## src/rtl/acc_adder_pkg.sv

```systemverilog
// ---------------------------------------------------------------------------
// acc_adder_pkg
// Shared type definitions for the burst accumulator.
//   accState_t : FSM state encoding.
//     ACC - accumulating pair sums of the current burst
//     OUT - a finished burst result is being presented to the consumer
// ---------------------------------------------------------------------------
package acc_adder_pkg;

   typedef enum logic [0:0] {
      ACC = 1'b0,
      OUT = 1'b1
   } accState_t;

endpackage

```

## src/rtl/acc_sat_add.sv

```systemverilog
// ---------------------------------------------------------------------------
// acc_sat_add
// Combinational adder for the accumulator stage. It adds the running
// accumulator to a zero-extended pair sum at one bit wider than the
// accumulator. The extra bit is the carry-out. The SAT parameter selects what
// happens to the sum on carry-out: wrap (keep the low bits) or clamp to
// all-ones.
//
// Parameters:
//   ACCWIDTH  : accumulator width
//   PSUMWIDTH : pair-sum width (must not exceed ACCWIDTH)
//   SAT       : 0 = wrap, 1 = clamp
// Ports:
//   acc   in  ACCWIDTH   current accumulator value
//   psum  in  PSUMWIDTH  pair sum from the input stage, unsigned
//   sum   out ACCWIDTH   wrapped or clamped result
//   carry out 1          carry-out of the full-width addition
// ---------------------------------------------------------------------------
module acc_sat_add #(
   parameter int ACCWIDTH  = 40,
   parameter int PSUMWIDTH = 33,
   parameter bit SAT       = 1'b0
) (
   input  logic [ACCWIDTH-1:0]  acc,
   input  logic [PSUMWIDTH-1:0] psum,
   output logic [ACCWIDTH-1:0]  sum,
   output logic                 carry
);

   logic [ACCWIDTH:0] wideSum;

   // Full-width add. The pair sum is zero-extended up to ACCWIDTH+1 bits, so
   // the top bit of the result is exactly the accumulator carry-out.
   always_comb begin
      wideSum = {1'b0, acc} + {{(ACCWIDTH + 1 - PSUMWIDTH){1'b0}}, psum};
   end

   assign carry = wideSum[ACCWIDTH];

   // The overflow policy is fixed at elaboration time. The clamp variant
   // replaces the wrapped value with all-ones whenever the carry fires. Once
   // the accumulator sits at all-ones, any further non-zero pair sum carries
   // again, so the value stays clamped.
   generate
      if (SAT) begin : gSat
         assign sum = carry ? {ACCWIDTH{1'b1}} : wideSum[ACCWIDTH-1:0];
      end else begin : gWrap
         assign sum = wideSum[ACCWIDTH-1:0];
      end
   endgenerate

endmodule

```

## src/rtl/acc_adder.sv

```systemverilog
// ---------------------------------------------------------------------------
// acc_adder
// Pipelined burst accumulator. Each accepted beat contributes
// iData0 + iData1. The pair sums of a burst (ended by iLast) are reduced into
// one result with a sticky overflow flag. The result is handed out over a
// valid/ready handshake.
//
// Pipeline:
//   stage 1 : pair register (psum/pvalid/plast)
//   stage 2 : accumulator + result registers, driven by a 2-state FSM
//
// Parameters:
//   BITWIDTH : operand width
//   ACCWIDTH : accumulator/result width (>= BITWIDTH+1)
//   SAT      : 0 = wrap modulo 2^ACCWIDTH, 1 = clamp at 2^ACCWIDTH-1
// Ports:
//   iClk    in   1         clock, rising edge
//   iRst    in   1         synchronous active-high reset
//   iClr    in   1         synchronous clear, same effect as iRst
//   iValid  in   1         input beat valid
//   oReady  out  1         input beat accepted when iValid & oReady
//   iData0  in   BITWIDTH  operand 0
//   iData1  in   BITWIDTH  operand 1
//   iLast   in   1         final beat of a burst
//   oValid  out  1         result valid
//   iReady  in   1         result taken when oValid & iReady
//   oData   out  ACCWIDTH  burst sum
//   oOvf    out  1         overflow occurred during the burst
// ---------------------------------------------------------------------------
module acc_adder
   import acc_adder_pkg::*;
#(
   parameter int BITWIDTH = 32,
   parameter int ACCWIDTH = BITWIDTH + 8,
   parameter bit SAT      = 1'b0
) (
   input  logic                iClk,
   input  logic                iRst,
   input  logic                iClr,
   input  logic                iValid,
   output logic                oReady,
   input  logic [BITWIDTH-1:0] iData0,
   input  logic [BITWIDTH-1:0] iData1,
   input  logic                iLast,
   output logic                oValid,
   input  logic                iReady,
   output logic [ACCWIDTH-1:0] oData,
   output logic                oOvf
);

   localparam int PSUMWIDTH = BITWIDTH + 1;

   accState_t            state;
   accState_t            nextState;

   logic [PSUMWIDTH-1:0] psum;
   logic                 pvalid;
   logic                 plast;

   logic [ACCWIDTH-1:0]  acc;
   logic [ACCWIDTH-1:0]  accSum;
   logic                 ovf;
   logic                 carry;

   logic                 accept;
   logic                 lastPending;
   logic                 flush;

   // Reset and clear have the same effect. Reset is listed first because it
   // dominates, but the outcome is identical either way.
   assign flush = iRst | iClr;

   // A last beat sitting in stage 1 must not be followed by a new beat until
   // its result has been handed off. Otherwise the next burst would be folded
   // into the accumulator before it is cleared.
   assign lastPending = pvalid & plast;
   assign oReady      = (state == ACC) & ~lastPending;
   assign accept      = iValid & oReady;
   assign oValid      = (state == OUT);

   // Adder for the accumulator stage, with the overflow policy chosen by SAT.
   acc_sat_add #(
      .ACCWIDTH  (ACCWIDTH),
      .PSUMWIDTH (PSUMWIDTH),
      .SAT       (SAT)
   ) uSatAdd (
      .acc   (acc),
      .psum  (psum),
      .sum   (accSum),
      .carry (carry)
   );

   // State register. Reset or clear abandons any in-flight burst or pending
   // result and returns to accumulating.
   always_ff @(posedge iClk) begin
      if (flush) begin
         state <= ACC;
      end else begin
         state <= nextState;
      end
   end

   // Next-state logic. A last pair sum reaching stage 2 closes the burst and
   // moves to OUT. OUT holds until the consumer takes the result.
   always_comb begin
      nextState = state;
      case (state)
         ACC: begin
            if (lastPending) begin
               nextState = OUT;
            end
         end
         OUT: begin
            if (iReady) begin
               nextState = ACC;
            end
         end
         default: begin
            nextState = ACC;
         end
      endcase
   end

   // Stage 1: register the pair sum at full BITWIDTH+1 precision, so nothing
   // is lost before accumulation. pvalid is only true in the cycle following
   // an accepted beat. plast is only meaningful while pvalid is set.
   always_ff @(posedge iClk) begin
      if (flush) begin
         pvalid <= 1'b0;
         plast  <= 1'b0;
         psum   <= '0;
      end else begin
         pvalid <= accept;
         if (accept) begin
            psum  <= {1'b0, iData0} + {1'b0, iData1};
            plast <= iLast;
         end
      end
   end

   // Stage 2: fold the pair sum into the accumulator and track the sticky
   // overflow flag. On the last pair of a burst, publish the final sum and
   // flag to the output registers. The accumulator is zeroed in the same edge,
   // so the next burst starts clean. The outputs stay frozen while in OUT,
   // because pvalid cannot be set there (oReady is low).
   always_ff @(posedge iClk) begin
      if (flush) begin
         acc   <= '0;
         ovf   <= 1'b0;
         oData <= '0;
         oOvf  <= 1'b0;
      end else if ((state == ACC) && pvalid) begin
         if (plast) begin
            oData <= accSum;
            oOvf  <= ovf | carry;
            acc   <= '0;
            ovf   <= 1'b0;
         end else begin
            acc   <= accSum;
            ovf   <= ovf | carry;
         end
      end
   end

endmodule

```

## config.mk

```make
export PLATFORM = sky130hd
export DESIGN_NAME = acc_adder
export DESIGN_NICKNAME = d
export VERILOG_FILES = /design/src/rtl/acc_adder_pkg.sv /design/src/rtl/acc_sat_add.sv /design/src/rtl/acc_adder.sv
export SDC_FILE = /design/constraint.sdc
export NUM_CORES = 1
export LEC_CHECK = 0
export ABC_AREA = 1
export CAP_MARGIN = 40
export CORE_ASPECT_RATIO = 0.75
export CORE_MARGIN = 2
export CORE_UTILIZATION = 30
export CTS_CLUSTER_DIAMETER = 50
export DETAILED_ROUTE_END_ITERATION = 10
export SYNTH_ARGS = -nofsm -noshare
export SYNTH_HDL_FRONTEND = slang
export SYNTH_SLANG_ARGS = --single-unit
```

## constraint.sdc

```tcl
create_clock -name iClk -period 2.4 [get_ports iClk]
set_input_delay 0.72 -clock iClk [delete_from_list [all_inputs] [get_ports iClk]]
set_output_delay 0.72 -clock iClk [all_outputs]
set_load 0.02 [all_outputs]
```

* Yosys cells after proc, flatten, opt, wreduce, memory -nomap -nowiden *
Index checks and enable logic that the tools add are counted.

operators by class
  $add $sub $neg = 2
  multiply operators = 0
  divide/modulo/power cells = 0
  order comparisons = 0
  equality and inequality tests = 0
  shift-type cells = 0
  multiplexer cells = 5
  bitwise operators = 7
  reductions and logical operators = 2

operator list
  cell                             number
  adder 40 x 33 -> 41 bit          1
  two-way mux 40 bit               1
  adder 32 x 32 -> 33 bit          1
  bitwise AND 1 bit                3
  two-way mux 1 bit                3
  inverter 1 bit                   2
  OR 1 bit                         2
  case mux 1 bit (2 select lines)  1
  AND reduction 2 bit              1
  logical AND 1 bit                1

storage, ports and cells
  register bits after elaboration = 118
  latch bits = 0
  memory bits (writable) = 0
  ROM bits = 0
  output and inout port bits = 43
  logic and storage cells = 24
  memories = 0

* Depth between registers and ports, before layout *
  depth in word-level cells = 4
  depth in mapped cells = 17
  gate-level depth less buffers = 17

* By module *
A second synthesis with hierarchy kept.

unflattened totals
  cell total of the unflattened synthesis = 1609
  area, all modules = 9362.7 um2

by module, submodules not included
  module       instances  cells an instance  area an instance (um2)
  acc_adder    1          1015               6528.8
  acc_sat_add  1          594                2834.0

* Worst setup path before layout *
No wires, ideal clock.

  path type = in2reg
  from = input port iData0[0]
  to = register psum[14]
  setup time = 0.113 ns
  data arrival time = 2.261 ns
  required time = 2.287 ns
  setup slack = 0.026 ns
  cell stages on the path = 9
  path buffers = 0
  path through = ha_1 -> fa_1 -> nand3_1 -> nand3_1 -> a21oi_1 -> o21ai_1 -> or2_2 -> nand3_1 -> nand2_1

on the way
  longest elaborated chain between the ends = 1

ends and longest elaborated chain
  item                     line              source
  from (decl)              acc_adder.sv:42   input logic [BITWIDTH-1:0] iData0,
  adder 32 x 32 -> 33 bit  acc_adder.sv:135  psum <= {1'b0, iData0} + {1'b0, iData1};
  to (signal assigned)     acc_adder.sv:135
  to (decl)                acc_adder.sv:56   logic [PSUMWIDTH-1:0] psum;

Every way passes these cells.
A chain may end at the register's enable or synchronous reset.

* Worst setup path in the final report *
  from = input port iData0[18]
  to = register psum[28]

Same word-level chain as after synthesis.

==> out/metrics.yaml <==
cells_and_area:
  layout_commonest_cell: "nand2_1"
  antenna-diode-count: 0
  nets: 1901
  mostFrequentLayoutCells: "nand2_1, inv_1, nor2_1"
  drive_gt1_share_pct: 14.5
  stdcell_area_um2: 12700
  area_growth_pct: 36.4
critical_path:
  crit_top_cell: "nand2_1"
  crit_type: "in2reg"
  cp-end-kind: "flop"
  worstPathCellList: "clkdlybuf4s50_1, ha_1, buf_4, nand2_1, o21ai_1, a21oi_1, inv_1, a21oi_1, nand2_1, nand2_1, nand3_1, nand2_1, inv_1"
  critPathMaxStageDelay_ps: 400
  cpMaxStageDelayCell: "clkdlybuf4s50_1"
  cp_num_cells: 13
  arrival_ps: 2670
  crit_fanout: 4
  worst-endpoint-required_ps: 2740
  startpoint_type: "input port"
  path_buf_inv: 4
  r2r_cells: 9
  cpLargestDelayFamily: "buffers and inverters"
floorplan:
  start_util_pct: 30.7
  die_w_um: 207
  die_y_um: 156
  coreArea_um2: 30300
  die-area_um2: 32400
  io-pin-count: 113
  rows: 55
cts:
  htreeDepth: 4
  clkTransAtPathRegs_ps: 60
  clk_latency_ps: 430
  clk_path_buf_depth: 2
  cts.sinks: 118
  cts_buffers: 17
  root_buffer: "clkbuf_16"
  cts_hold_buf: 0
  cts_tree: "yes"
timing:
  finalCritPeriodShare_pct: 97.0
  drv_slew: 0
  slew_headroom_pct: 41.0
  max_freq_mhz: 430
  setup_violations: 0
  finalCriticalPeriod_ps: 2330
  finalWorstSetupSlack_ps: 72.0
  hold_viol_final: 0
  rsz0062_at_grt: "true"
  final.setup.tns_ps: 0
  fin_worst_skew_ps: 11.8
  worst_pin_slew_ps: 883
synth:
  postSynthAreaPerCell_um2: 6.01
  synth_nets: 1682
  synth_edf_count: 0
  ys_ff_latch: 118
  yosys.area_share.simple_pct: 36.4
  synth_mux_area_share_pct: 0
  synthAdderAreaFrac_pct: 9.19
  synth.top_cell.area_share_pct: 25.4
  synth_top_cell_by_area: "dfxtp_1"
  netlist_area_um2: 9290
  synthXorXnorAreaFrac_pct: 2.82
  synth_top_family_by_area: "simple AND/OR/NAND/NOR gates"
  netlist_instances: 1545
  yosysSeqAreaShare_pct: 25.4
  synth_cell_types: 44
  synthArstFlopShare_pct: 0
  synthFlopType: "dfxtp_1"
  yosys_warnings: 0
  synth_compound_gate_area_share_pct: 15.0
  synthTopCellsByArea: "dfxtp_1, nand2_1, inv_1, ha_1, nor2_1"
global_routing:
  antenna_found_initial: 0
  overflow: 0
  grt_max_degree: 42
  grt_first_pass_wirelength_um: 50700
  grt_usage_pct: 19.7
  grt_pass1_vias: 9577
power_and_ir_drop:
  power_density_nw_per_um2: 474
  p_leak_nw: 6.34
  vdd_drop_max_uv: 316
place:
  io_buffers: 112
  hpwl_um: 25300
  place_congestion: 0.939
  dpl_cell_area_um2: 11700
  dp_slack_ps: -590
status:
  status: "finished clean"
run:
  drv_cap: 0
route:
  drc: 0
  drt-wirelength-per-cell_um: 14.6
  drtIter0Drc: 741
  antenna_left: 0
  vias_per_cell: 4.72
  drtPass1Iterations: 5
  wirelength_um: 31700
  vias: 10300
hold_path:
  hp-class: "reg2reg"
  min_path_cells: 2
-- Yosys cell counts (5+ instances only) --
library cell / count
nand4_1: 14
nand2_1: 481
ha_1: 65
nor3_1: 6
clkbuf_1: 27
nor2_1: 180
buf_2: 9
o21a_1: 13
inv_2: 5
xnor2_1: 7
o21ai_1: 5
nand3b_1: 13
dfxtp_1: 118
o21ai_0: 66
o21bai_1: 23
xor2_1: 21
a21oi_1: 117
a31oi_1: 5
nand3_1: 77
nor2_2: 10
inv_1: 231
nand2_2: 10
o211ai_1: 7
-- worst register-to-register path, cell delays in order, from the launching register on --
cell	delay (ps)
dfxtp_1	340
ha_1	370
a21oi_1	260
nor2_1	70
nor2_1	170
o21ai_0	160
a21oi_1	220
nand4_1	270
o21ai_0	230
inv_1	50
-- cells by family after synthesis --
logic type	Yosys count
XOR/XNOR	29
AO/OA/AOI/OAI	248
AND/OR/NAND/NOR	810
adder cells (fa/ha/maj)	67
flip-flops	118
buffers and inverters	273
-- area by class of cell --
| class | count | area [µm²] |
|---|---|---|
| Inverter | 237 | 890 |
| Sequential cell | 118 | 2360 |
| Clock inverter | 13 | 180 |
| Fill cell | 3241 | 17600 |
| Clock buffer | 19 | 443 |
| Timing Repair Buffer | 236 | 2110 |
| Tap cell | 399 | 499 |
| Multi-Input combinational cell | 1154 | 6180 |
-- metal layers --
metal | vias to the layer above | wire, µm | share of wire (%) | track usage [%]
li1 | 5337 | - | - | -
met1 | 4677 | 16300 | 51 | 28.6
met2 | 234 | 13200 | 42 | 30.0
met3 | 16 | 1950 | 6.2 | 4.23
met4 | 0 | 310 | 0.98 | 3.71
met5 | - | 0 | 0 | 0
-- registers in the layout, summed over array words and instances, names as in the netlist --
| register | cells |
|---|---|
| acc | 40 |
| oData | 40 |
| oOvf | 1 |
| oValid | 1 |
| ovf | 1 |
| plast | 1 |
| psum | 33 |
| pvalid | 1 |
-- power by group --
group	switching (mW)	internal, mW	leakage (nW)
registers	0.0311	2.00	0.955
clock network	0.991	1.76	0.299
logic	0.651	0.573	5.09
-- stage by stage --
stage / utilization (%) / hold WS [ps] / power (mW) / std cells
4_1_cts: 40.8 / 465 / 5.97 / 2171
5_1_grt: 41.8 / 489 / 6.26 / 2176
2_1_floorplan: - / 445 / 2.64 / 1545
6_report: 41.8 / 465 / 6.00 / 2176
3_5_place_dp: 38.7 / 457 / 3.20 / 2139
3_3_place_gp: 38.7 / 455 / 3.19 / 2139
-- final timing paths --
check	from	to	slack, ps
hold / removal	oData[2]	oData[2]	460
hold reg to reg	oData[2]	oData[2]	460
setup reg to reg	psum[29]	oOvf	160
setup / recovery	iData0[18]	psum[28]	70
-- timing repair --
item | CTS | global route
pin swaps | 0 | 10
buffers inserted | 0 | 5
endpoints found under the setup margin | 12 | 49
hold endpoints to repair | 0 | 0
resized for setup | 9 | 72
(Power assumes the default switching activity.)
